File: src/rtl/axis_dma_packetizer.sv
// AXI-stream packetizer between the sample-buffer readout and the DMA S2MM slave.
// It registers the stream and forces `last` every packet_beats beats, or earlier when the upstream stream ends.
module axis_dma_packetizer #(
    parameter int DWIDTH               = 128,
    parameter int MAX_PACKET_BEATS     = 4096,
    parameter int DEFAULT_PACKET_BEATS = 256,
    parameter int LEN_WIDTH            = $clog2(MAX_PACKET_BEATS) + 1
) (
    input  logic                 clk,
    input  logic                 reset,
    input  logic [DWIDTH-1:0]    data_in_data,
    input  logic                 data_in_valid,
    input  logic                 data_in_last,
    output logic                 data_in_ready,
    output logic [DWIDTH-1:0]    data_out_data,
    output logic                 data_out_valid,
    output logic                 data_out_last,
    input  logic                 data_out_ready,
    input  logic [LEN_WIDTH-1:0] config_data,
    input  logic                 config_valid,
    output logic [31:0]          packet_count
);

    localparam logic [0:0] ST_IDLE = 1'b0;
    localparam logic [0:0] ST_BODY = 1'b1;

    localparam logic [LEN_WIDTH-1:0] MAX_LEN = LEN_WIDTH'(MAX_PACKET_BEATS);
    localparam logic [LEN_WIDTH-1:0] DEF_LEN = LEN_WIDTH'(DEFAULT_PACKET_BEATS);

    function automatic logic [LEN_WIDTH-1:0] clamp_len(input logic [LEN_WIDTH-1:0] v);
        return (v > MAX_LEN) ? MAX_LEN : v;
    endfunction

    logic [0:0]           state_q, state_d;
    logic [LEN_WIDTH-1:0] active_len_q, active_len_d;
    logic [LEN_WIDTH-1:0] pending_len_q, pending_len_d;
    logic [LEN_WIDTH-1:0] beat_count_q, beat_count_d;
    logic [DWIDTH-1:0]    out_data_q, out_data_d;
    logic                 out_valid_q, out_valid_d;
    logic                 out_last_q, out_last_d;
    logic [31:0]          packet_count_q, packet_count_d;

    logic                 in_accept;
    logic                 out_fire;
    logic [LEN_WIDTH-1:0] len_sel;
    logic [LEN_WIDTH-1:0] beat_next;
    logic                 last_next;

    assign data_in_ready  = reset && (!out_valid_q || data_out_ready);
    assign in_accept      = data_in_valid && data_in_ready;
    assign out_fire       = out_valid_q && data_out_ready;

    assign data_out_data  = out_data_q;
    assign data_out_valid = out_valid_q;
    assign data_out_last  = out_last_q;
    assign packet_count   = packet_count_q;

    always_comb begin
        // The first beat of a packet decides with the freshly adopted pending length.
        len_sel        = (state_q == ST_IDLE) ? pending_len_q : active_len_q;
        beat_next      = (state_q == ST_IDLE) ? LEN_WIDTH'(1) : beat_count_q + LEN_WIDTH'(1);
        last_next      = (beat_next == len_sel) || data_in_last;

        state_d        = state_q;
        active_len_d   = active_len_q;
        pending_len_d  = pending_len_q;
        beat_count_d   = beat_count_q;
        out_data_d     = out_data_q;
        out_valid_d    = out_valid_q;
        out_last_d     = out_last_q;

        if (in_accept) begin
            out_data_d  = data_in_data;
            out_valid_d = 1'b1;
            out_last_d  = last_next;
            if (state_q == ST_IDLE) begin
                active_len_d = pending_len_q;
            end
            if (last_next) begin
                state_d      = ST_IDLE;
                beat_count_d = '0;
            end else begin
                state_d      = ST_BODY;
                beat_count_d = beat_next;
            end
        end else if (out_fire) begin
            out_valid_d = 1'b0;
            out_last_d  = 1'b0;
        end

        // A zero length would never terminate a packet, so it is ignored.
        if (config_valid && (config_data != '0)) begin
            pending_len_d = clamp_len(config_data);
        end

        packet_count_d = packet_count_q + ((out_fire && out_last_q) ? 32'd1 : 32'd0);
    end

    always_ff @(posedge clk) begin
        if (!reset) begin
            state_q        <= ST_IDLE;
            active_len_q   <= DEF_LEN;
            pending_len_q  <= DEF_LEN;
            beat_count_q   <= '0;
            out_data_q     <= '0;
            out_valid_q    <= 1'b0;
            out_last_q     <= 1'b0;
            packet_count_q <= '0;
        end else begin
            state_q        <= state_d;
            active_len_q   <= active_len_d;
            pending_len_q  <= pending_len_d;
            beat_count_q   <= beat_count_d;
            out_data_q     <= out_data_d;
            out_valid_q    <= out_valid_d;
            out_last_q     <= out_last_d;
            packet_count_q <= packet_count_d;
        end
    end

endmodule

File: config.mk
export PLATFORM = sky130hd
export DESIGN_NAME = axis_dma_packetizer
export DESIGN_NICKNAME = d
export VERILOG_FILES = /design/src/rtl/axis_dma_packetizer.sv
export SDC_FILE = /design/constraint.sdc
export NUM_CORES = 1
export LEC_CHECK = 0
export ABC_CLOCK_PERIOD_IN_PS = 6100
export BUFFER_PORTS_ARGS = -buffer_cell sky130_fd_sc_hd__buf_2
export CAP_MARGIN = 20
export CORE_UTILIZATION = 52
export DETAILED_ROUTE_END_ITERATION = 8
export PLACE_DENSITY = 0.83
export SLEW_MARGIN = 25
export SYNTH_ARGS = -nofsm -noshare
export SYNTH_HDL_FRONTEND = slang
export SYNTH_SLANG_ARGS = --single-unit
File: constraint.sdc
create_clock -name clk -period 6.1 [get_ports clk]
set_input_delay 1.22 -clock clk [delete_from_list [all_inputs] [get_ports clk]]
set_output_delay 1.22 -clock clk [all_outputs]
set_load 0.01 [all_outputs]
After elaboration in Yosys (flattened, before gate mapping)
Cells that the tools add are included.
{ "word_totals": {"regBits": 202, "in_bits": 147, "out_inout_bits": 163, "elab_cells": 31} }
{ "op_classes": {"add_sub_neg": 2, "order_cmp": 1, "eq_ne": 1, "n_mux": 9, "n_reduce_logical": 10} }
{ "op_table": {"columns": ["op", "n"], "rows": [
  ["13-bit 2-to-1 mux", 4],
  ["32-bit by 1-bit adder with 32-bit output", 1],
  ["13-bit by 1-bit adder with 13-bit output, second input constant", 1],
  ["13-bit == test", 1],
  ["13-bit > comparator, second input constant", 1],
  ["13-bit nonzero test", 1],
  ["1-bit logical AND", 5],
  ["1-bit 2-to-1 mux", 5],
  ["1-bit logical OR", 2],
  ["2-bit nonzero test", 1],
  ["1-bit logical NOT", 1]
]} }

Depth between registers and ports, before layout
{ "logic_depth": {"depth_word": 5, "mapped_depth": 11, "depth_no_buf": 11} }

Least setup slack after synthesis
Ideal clock, no wire load.
{ "synth_timing": {"kind": "input -> register", "from": "in data_out_ready", "to": "reg packet_count_q[30], in the netlist packet_count[30]", "setup_ps": 115, "t_arrival_ps": 3137, "t_required_ps": 5985, "setup_slack_ps": 2848, "cell_stages": 11, "n_path_buf": 0, "cell_sequence": "and3_1 -> ha_1 -> ha_1 -> and2_1 -> nand4_1 -> nor2_1 -> nand2_1 -> nor4_1 -> nand4_1 -> xnor2_1 -> and2_1"} }
{ "synth_between": {"elab_chain_cells": 4} }
{ "synth_lines": {"columns": ["item", "line", "text"], "rows": [
  ["start: declaration", "18", "input logic data_out_ready,"],
  ["1-bit logical AND", "51", "assign out_fire = out_valid_q && data_out_ready;"],
  ["1-bit logical AND", "96", "packet_count_d = packet_count_q + ((out_fire && out_last_q) ? 32'd1 : 32'd0);"],
  ["1-bit 2-to-1 mux", "96", null],
  ["32-bit by 1-bit adder with 32-bit output", "96", null],
  ["end signal: assignment", "117", "packet_count_q <= packet_count_d;"],
  ["end: declaration", "41", "logic [31:0] packet_count_q, packet_count_d;"]
]} }
No other way between the ends.
A chain may end at the register's enable or synchronous reset.

Worst setup path after layout
{ "layout_timing": {"from": "in reset", "to": "reg active_len_q[1]"} }
{ "layout_between": {"elab_chain_cells": 2} }
{ "layout_lines": {"columns": ["item", "line", "text"], "rows": [
  ["start: declaration", "10", "input logic reset,"],
  ["1-bit logical AND", "49", "assign data_in_ready = reset && (!out_valid_q || data_out_ready);"],
  ["1-bit logical AND", "50", "assign in_accept = data_in_valid && data_in_ready;"],
  ["end signal: assignment", "111", "active_len_q <= active_len_d;"],
  ["end: declaration", "35", "logic [LEN_WIDTH-1:0] active_len_q, active_len_d;"]
]} }
Several ways; a longest one is shown, not always the timed one.

==> impl_metrics.yaml <==
global_route:
  antenna_found_initial: 5
  grt_max_degree: 102
  grt_pass1_vias: 6983
  grt_pass1_wl_um: 34200
  grt_usage: 0.267
  overflow: 0
logic_synthesis:
  ys_ff_latch: 202
  ys_top_cells_by_count: "nand2_1, dfxtp_1, nand3_1"
  netlist_area_um2: 7790
  synth.area.top_cells: "dfxtp_1, nand2_1, nand3_1"
  muxShareOfSynthArea: 0
  yosysMostFrequentCell: "nand2_1"
  synth_top_area_cell: "dfxtp_1"
  yosysSeqAreaShare: 0.519
  async_reset_ff_frac: 0
  syn_area_per_cell_um2: 8.26
  synth_edf_count: 0
  syn_inst: 943
  syn-num-nets: 1093
  synth_flop_cell: "dfxtp_1"
  synth_top_family_by_area: "simple AND/OR/NAND/NOR gates"
  ys_warn_count: 0
  netlist.area_leader.share: 0.519
  synth-simple-area-share: 0.328
  synth_xor_area_frac: 0.0612
  synthAdderAreaFrac: 0.00482
  yosys.cell_types.count: 50
  synth_compound_area_frac: 0.0538
status:
  outcome: "finished clean"
drt:
  postRouteAntennaNets: 0
  vias: 7311
  wl_per_cell_um: 15.0
  drc: 0
  firstDrtPassIters: 7
  via_per_inst: 5.16
  routed_wl_um: 21200
  drt-initial-drc-count: 353
timing:
  drv_slew: 0
  setup_viol: 0
  post-route-min-period_ns: 3.68
  clock_skew_ns: 0.00735
  rsz0062_at_grt: "false"
  post-route-period-util: 0.603
  tightest_slew_ns: 1.02
  relSlewSlack: 0.321
  hold_violations: 0
  setup_tns_ns: 0
  fmax_ghz: 0.272
critical_path:
  crit_arrival_ns: 4.08
  path_cells: "buf_4 > and2_1 > nand2_4 > buf_4 > and2_1 > a21o_1 > nand2_1 > o21ai_0"
  required_ns: 6.50
  timing.rr.end: "beat_count_q[9]$_SDFFE_PN0P_"
  reg2reg_depth: 9
  crit_path_top_delay_cell: "buf_4"
  crit_type: "in2reg"
  r2r-start: "beat_count_q[0]$_SDFFE_PN0P_"
  critPathLaunchType: "input port"
  endpoint_kind: "flip-flop"
  critPathBufInv: 2
  rrSetupSlack_ns: 3.14
  path_delay_family: "simple AND/OR/NAND/NOR gates"
  critPathMaxFanout: 101
  critPathMaxStageDelay_ns: 0.81
floorplanning:
  die_w_um: 124
  start_util: 0.534
  io_pins: 310
  core-area_um2: 14600
  die_h_um: 124
  num_rows: 44
  die-area_um2: 15500
clock_tree:
  cts_tree: "done"
  cts_resized: 0
  clockRootBuffer: "clkbuf_16"
  numCtsBuffers: 21
  htree_levels: 1
  hold_buffers: 0
  post_cts_buffers: 0
  clk_pin_slew_worst_paths_ns: 0.06
  cts.path.max_buffers: 3
  cts_sinks: 202
  clk-insertion-delay-late_ns: 0.49
worst_hold_path:
  hp-class: "reg2reg"
  min_from: "data_out_data[104]$_SDFFE_PN0P_"
  hold_depth: 2
  hold_end: "data_out_data[104]$_SDFFE_PN0P_"
final_layout:
  syn_to_final_growth_pct: 28.5
  layout.nets: 1368
  drive_gt1_frac: 0.283
  stdcell_area_um2: 10000
  num-fill-cells: 1217
flow_run:
  maxCapViolations: 0
placed_design:
  globalplace.congestion: 0.822
  place_area_um2: 9380
  io_buffers: 309
  hpwl_um: 14800
power:
  p_per_area_nw_per_um2: 291
  peakVddDrop_uv: 228
  p_leak_nw: 5.11
==> worst max-delay path by stage <==
stage | startpoint | endpoint | slack [ns] | depth (start not counted)
2_1_floorplan | data_out_ready | packet_count[30]$_SDFF_PN0_ | 2.85 | 11
3_3_place_gp | reset | active_len_q[1]$_SDFFE_PN0P_ | 1.93 | 8
3_5_place_dp | reset | active_len_q[9]$_SDFFE_PN0P_ | 1.89 | 7
4_1_cts | reset | active_len_q[1]$_SDFFE_PN0P_ | 2.38 | 8
5_1_grt | reset | active_len_q[1]$_SDFFE_PN0P_ | 2.18 | 8
6_report | reset | active_len_q[1]$_SDFFE_PN0P_ | 2.42 | 8
==> power breakdown <==
| group | internal [mW] | switching, mW | leakage [nW] |
|---|---|---|---|
| Sequential | 1.39 | 0.0417 | 1.66 |
| Combinational | 0.123 | 0.179 | 3.14 |
| Clock | 0.675 | 0.504 | 0.305 |
| Total | 2.19 | 0.725 | 5.11 |
==> worst min-delay path, stage by stage (launching register included) <==
cell     delay [ns]
dfxtp_1        0.30
nand3_1        0.06
nand2_1        0.04
==> state kept, by name, indices dropped and copies added, names as in the netlist <==
name and flops:
active_len_q 13, beat_count_q 13, data_out_data 128, data_out_last 1
data_out_valid 1, packet_count 32, pending_len_q 13, state_q 1
==> cell type report <==
cell class	count	area (um2)	share of cell area
Antenna cell	1	2.50	0.000250
Clock inverter	6	38.8	0.00387
Clock buffer	31	593	0.0592
Timing Repair Buffer	312	1570	0.157
Multi-Input combinational cell	673	3500	0.350
Tap cell	184	230	0.0230
Sequential cell	202	4040	0.404
Inverter	8	30.0	0.00300
==> metal layers <==
metal  vias to the layer above  track usage  part of all wire
met4                         4        0.111             0.039
li1                       3661            -                 -
met1                      3349        0.318              0.41
met5                         -            0           0.00094
met3                        55       0.0713             0.076
met2                       242        0.453              0.48
==> cells in the final DEF, fill, tap and decap left out, drive strengths merged, types with 7 or more instances in the layout <==
cell type / Yosys / layout
a21oi: 10 / 10
nand3: 148 / 148
a21boi: 12 / 12
nand2: 305 / 305
nor3b: 8 / 8
inv: 8 / 9
nand4: 8 / 8
xnor2: 37 / 37
o21ai: 12 / 12
xor2: 14 / 14
buf: 9 / 312
and2: 34 / 34
clkbuf: 51 / 31
nor2b: 10 / 10
dfxtp: 202 / 202
nor4: 8 / 8
nor2: 7 / 7
and3: 7 / 7
==> logic make-up after synthesis <==
family	Yosys count
DFF	202
and+or+nand+nor	558
adders and majority gates	3
xor gates and xnor gates	52
AOI/OAI and AO/OA	60
buffers and inverters	68
==> per-stage QoR <==
stage | setup slack, ns | power (mW) | instances | hold slack, ns | util
after global routing | 2.18 | 3.03 | 1417 | 0.466 | 0.686
final | 2.42 | 2.91 | 1417 | 0.448 | 0.686
after floorplan | 2.85 | 1.61 | 943 | 0.436 | -
after global placement | 1.93 | 1.76 | 1379 | 0.439 | 0.643
after detailed placement | 1.89 | 1.76 | 1379 | 0.441 | 0.643
after CTS | 2.38 | 2.94 | 1416 | 0.452 | 0.686
Power figures use the tool's default switching activity.
